<file path="src/rtl/mp4_sram_1rw.sv">
// mp4_sram_1rw: single-port synchronous SRAM with per-section write mask,
// registered read data and an optional zero-fill sweep after reset.
module mp4_sram_1rw #(
    parameter int DATA_WIDTH     = 23,
    parameter int ADDR_WIDTH     = 4,
    parameter int WMASK_WIDTH    = 1,
    parameter int WRITE_FIRST    = 0,
    parameter int CLEAR_ON_RESET = 1
) (
    input  logic                   clk0,
    input  logic                   rst0,
    input  logic                   csb0,
    input  logic                   web0,
    input  logic [WMASK_WIDTH-1:0] wmask0,
    input  logic [ADDR_WIDTH-1:0]  addr0,
    input  logic [DATA_WIDTH-1:0]  din0,
    output logic [DATA_WIDTH-1:0]  dout0,
    output logic                   ready0
);

    localparam int RAM_DEPTH = 2 ** ADDR_WIDTH;
    localparam int SW        = DATA_WIDTH / WMASK_WIDTH;
    localparam logic [ADDR_WIDTH-1:0] LAST_ADDR = ADDR_WIDTH'(RAM_DEPTH - 1);

    typedef enum logic {
        ST_CLEAR = 1'b0,
        ST_IDLE  = 1'b1
    } state_t;

    state_t                  state;
    logic [ADDR_WIDTH-1:0]   clr_ptr;
    logic [DATA_WIDTH-1:0]   mem [RAM_DEPTH];
    logic [DATA_WIDTH-1:0]   rd_word;
    logic [DATA_WIDTH-1:0]   wr_word;
    logic                    acc_en;

    // Replace only the sections whose mask bit is set; the rest keep old data.
    function automatic logic [DATA_WIDTH-1:0] merge_word(
        input logic [DATA_WIDTH-1:0]  old_word,
        input logic [DATA_WIDTH-1:0]  new_word,
        input logic [WMASK_WIDTH-1:0] mask
    );
        logic [DATA_WIDTH-1:0] res;
        res = old_word;
        for (int i = 0; i < WMASK_WIDTH; i++) begin
            if (mask[i]) begin
                res[i*SW +: SW] = new_word[i*SW +: SW];
            end
        end
        return res;
    endfunction

    assign rd_word = mem[addr0];
    assign wr_word = merge_word(rd_word, din0, wmask0);
    // Accesses are only honoured when idle and not being reset.
    assign acc_en  = (state == ST_IDLE) && !csb0 && !rst0;

    // Control FSM: reset either starts the zero-fill sweep or goes straight to idle.
    always_ff @(posedge clk0) begin
        if (rst0) begin
            clr_ptr <= '0;
            if (CLEAR_ON_RESET != 0) begin
                state  <= ST_CLEAR;
                ready0 <= 1'b0;
            end else begin
                state  <= ST_IDLE;
                ready0 <= 1'b1;
            end
        end else begin
            case (state)
                ST_CLEAR: begin
                    if (clr_ptr == LAST_ADDR) begin
                        state  <= ST_IDLE;
                        ready0 <= 1'b1;
                    end else begin
                        clr_ptr <= clr_ptr + 1'b1;
                    end
                end
                default: begin
                    state  <= ST_IDLE;
                    ready0 <= 1'b1;
                end
            endcase
        end
    end

    // Storage array: clear sweep has priority, otherwise masked writes when idle.
    always_ff @(posedge clk0) begin
        if (!rst0) begin
            if (state == ST_CLEAR) begin
                mem[clr_ptr] <= '0;
            end else if (acc_en && !web0) begin
                mem[addr0] <= wr_word;
            end
        end
    end

    // Read data register: loads on reads, and on writes only in write-first mode.
    always_ff @(posedge clk0) begin
        if (rst0) begin
            dout0 <= '0;
        end else if (acc_en) begin
            if (web0) begin
                dout0 <= rd_word;
            end else if (WRITE_FIRST != 0) begin
                dout0 <= wr_word;
            end
        end
    end

endmodule

</file>
<file path="config.mk">
export PLATFORM = sky130hd
export DESIGN_NAME = mp4_sram_1rw
export DESIGN_NICKNAME = d
export VERILOG_FILES = /design/src/rtl/mp4_sram_1rw.sv
export SDC_FILE = /design/constraint.sdc
export NUM_CORES = 1
export LEC_CHECK = 0
export ABC_AREA = 1
export CAP_MARGIN = 10
export CORE_MARGIN = 4
export CORE_UTILIZATION = 65
export CTS_CLUSTER_SIZE = 12
export DETAILED_ROUTE_END_ITERATION = 10
export PLACE_DENSITY = 0.89
export SLEW_MARGIN = 20
export SYNTH_ARGS = -nofsm -noshare
export SYNTH_HDL_FRONTEND = slang
export SYNTH_SLANG_ARGS = --single-unit
</file>
<file path="constraint.sdc">
create_clock -name clk0 -period 5 [get_ports clk0]
set_input_delay 0.5 -clock clk0 [delete_from_list [all_inputs] [get_ports clk0]]
set_output_delay 0.5 -clock clk0 [all_outputs]
set_load 0.02 [all_outputs]
</file>
==> flow_metrics.env <==
export IMPL_slowest_delay_ns=0.55
export IMPL_met3_usage_pct=7.532
export IMPL_hpwl_um=27780
export IMPL_yosysWarnings=0
export IMPL_clock_latency_ns=0.55
export IMPL_cp_required_ns=5.19
export IMPL_cts_made_buffers=41
export IMPL_rsz0062_at_grt="no"
export IMPL_drive_above_1_share_pct=6.062
export IMPL_seqPwrFrac_pct=52.8
export IMPL_pwr_density_cell_nw_per_um2=358.0
export IMPL_fin_crit_sh_pct=62.48
export IMPL_ant_nets=0
export IMPL_cts_tree="built"
export IMPL_worstPathCellList="clkdlybuf4s50_1 -> inv_2 -> nand3_4 -> o21ai_0 -> nand3_1 -> nor2_2 -> buf_4"
export IMPL_fin_setup_tns_ns=0
export IMPL_crit_family="buffers and inverters"
export IMPL_cp_max_fo=32
export IMPL_vias=12990
export IMPL_firstDrtPassIters=6
export IMPL_fmax_ghz=0.3201
export IMPL_synth_area_um2=17200
export IMPL_power_leakage_nw=8.387
export IMPL_cap_violations=0
export IMPL_diodes=0
export IMPL_n_fill_cell=1621
export IMPL_final_max_slew_viol_count=0
export IMPL_wl_per_cell_um=21.41
export IMPL_r2r_start="state"
export IMPL_grt_pass1_wl_um=69910
export IMPL_cp_arrival_ns=3.31
export IMPL_synth_area_leader_cell="edfxtp_1"
export IMPL_crit_path_start="rst0"
export IMPL_drc=0
export IMPL_min_to="dout0[17]"
export IMPL_finClkSkew_ns=0.01992
export IMPL_slew_headroom_pct=34.45
export IMPL_post_cts_buffers=0
export IMPL_cp_end_kind="register"
export IMPL_ctsHoldBuffers=0
export IMPL_grt_antenna_before_repair=0
export IMPL_initial_core_util_pct=66.02
export IMPL_clock_power_share_pct=41.4
export IMPL_r2r_end="mem[4][4]"
export IMPL_hold_ws_ns=0.4699
export IMPL_first_iter_violations=2459
export IMPL_synth_distinct_cells=23
export IMPL_swShare_pct=21.86
export IMPL_die_area_um2=29130
export IMPL_numPortBuffers=55
export IMPL_hold_viol_final=0
export IMPL_period_needed_ns=3.124
export IMPL_critPathSlowestCell="clkdlybuf4s50_1"
export IMPL_min_delay_path_class="reg -> reg"
export IMPL_internal_power_w=0.005375
export IMPL_clock_path_buffers=3
export IMPL_area_delta_synth_final_pct=11.67
export IMPL_fin_util_pct=73.72
export IMPL_grt_pass1_vias=12770
export IMPL_worstMarginPinSlew_ns=0.9822
export IMPL_core_area_um2=26060
export IMPL_place_gp_congestion=0.9616
export IMPL_post_synth_cell_area_avg_um2=9.938
export IMPL_holdCritStartpoint="dout0[17]"
export IMPL_use_met1_pct=41.84
export IMPL_die_y_um=170.7
export IMPL_synth_edff_count=368
export IMPL_grt_max_degree=77
export IMPL_p_switching_w=0.001503
export IMPL_p_comb_share_pct=5.8
export IMPL_h_tree_depth=2
export IMPL_routed_wl_um=45670
export IMPL_nNetsFinal=1805
export IMPL_hold_path_cell_count=2
export IMPL_async_flop_share_pct=0
export IMPL_yosys_register_bits=397
export IMPL_synth_net_count=1764
export IMPL_vias_per_cell=6.089
export IMPL_netlist_top_cells_count="nand2_1 (656), edfxtp_1 (368), nand3_1 (281), inv_1 (221), nor2_1 (69)"
export IMPL_synth_area_leaders="edfxtp_1 (64%), nand2_1 (14%), nand3_1 (8.2%)"
export IMPL_ios=56
export IMPL_die_w_um=170.7
export IMPL_cts_sinks=397
export IMPL_grt_usage_pct=31.57
export IMPL_cts_resized=0
export IMPL_grtUsageMet2_pct=49.71
export IMPL_reg2reg_depth=7
export IMPL_root_buffer="clkbuf_16"
export IMPL_yosysSeqAreaShare_pct=67.61
export IMPL_critical_path_buf_inv_count=3
export IMPL_grt_most_used_layer="met2"
export IMPL_setup_viol_count_final=0
export IMPL_crit_type="in -> reg"
export IMPL_r2r_slack_ns=2.40
export IMPL_yosysTopAreaCellShare_pct=64.24
export IMPL_row_count=59
export IMPL_clkTransAtPathRegs_ns=0.06
export IMPL_worst_setup_path_start_kind="primary input"
export IMPL_post_synth_top_count_cell="nand2_1"
export IMPL_synthCells=1731
export IMPL_status="finished, final reports clean"
export IMPL_ir_worst_vdd_mv=0.2930
export IMPL_overflow=0
export IMPL_ys_flop_type="edfxtp_1"
## metrics by stage
stage | std cells | cell area [µm²] | total power, W | setup WS [ns]
2_1_floorplan | 1731 | 17200 | 0.003949 | 2.302
3_3_place_gp | 2064 | 17990 | 0.004062 | 1.518
3_5_place_dp | 2064 | 17990 | 0.004079 | 1.429
4_1_cts | 2133 | 19210 | 0.006862 | 1.961
5_1_grt | 2133 | 19210 | 0.007054 | 1.731
6_report | 2133 | 19210 | 0.006878 | 1.876
## cell usage in the layout, fill, tap and decap left out
cell type          n
a21oi_1            2
nor2_2            17
nand2_1          656
nor4_4             1
nand3_4            1
nor2_1            53
clkinv_2           1
inv_6              2
a211oi_1           1
nand3_1          281
clkinv_1           5
clkbuf_1          16
nand4_1            1
inv_1            219
buf_4             32
o21ai_1            1
buf_2              1
buf_12             2
bufinv_16          2
inv_2              3
inv_4              1
clkdlybuf4s50_1   52
o21ai_0            4
clkbuf_16         41
edfxtp_1         368
ha_1               1
clkinvlp_4         1
dfxtp_1           29
clkbuf_8           2
o21ai_2            2
## routing by layer
metal,routed length [µm],vias up,part of all wire (%)
met5,0,-,0
met4,2702,0,5.9
met3,6392,228,14
met2,21200,1112,46
met1,15370,5965,34
li1,-,5682,-
## cells by family after synthesis
| group | share of synthesized area, % |
|---|---|
| buffers and inverters | 7.673 |
| AND/OR/NAND/NOR | 24.29 |
| adder cells (fa/ha/maj) | 0.07272 |
| AO/OA/AOI/OAI | 0.3491 |
| flip-flops | 67.61 |
## layout make-up
cell class                 count  area [µm²]  share of cell area, %
sequential                   397       11630                  60.55
multi-input combinational   1021        4292                  22.34
clock buffer                  59        1114                  5.797
inverter                     224       843.3                  4.390
timing repair buffer          87       805.8                  4.195
tap                          335       419.2                  2.182
clock inverter                10       105.1                 0.5471
## worst min-delay path: stages, from the launching register on
cell and delay [ns]:
dfxtp_1 0.31, nand3_1 0.07, nand2_1 0.05
## registers in the layout (all words and copies together), names as in the netlist
signal   flops
state        1
clr_ptr      4
ready0       1
mem        368
dout0       23
## power groups by stage
stage | combinational (W) | clock (W) | sequential [W]
finish | 0.000400 | 0.00285 | 0.00363
global route | 0.000427 | 0.00300 | 0.00363
CTS | 0.000387 | 0.00284 | 0.00363
detailed placement | 0.000379 | 0 | 0.00370
global placement | 0.000365 | 0 | 0.00370
floorplan | 0.000253 | 0 | 0.00370
## worst max path at each step
stage,depth (start not counted),endpoint,slack [ns]
floorplan,7,mem[11][0],2.30
global placement,7,mem[7][0],1.52
detailed placement,7,mem[6][0],1.43
CTS,7,mem[6][0],1.96
global route,7,mem[7][0],1.73
finish,7,mem[4][4],1.88
Power figures use the tool's default switching activity.
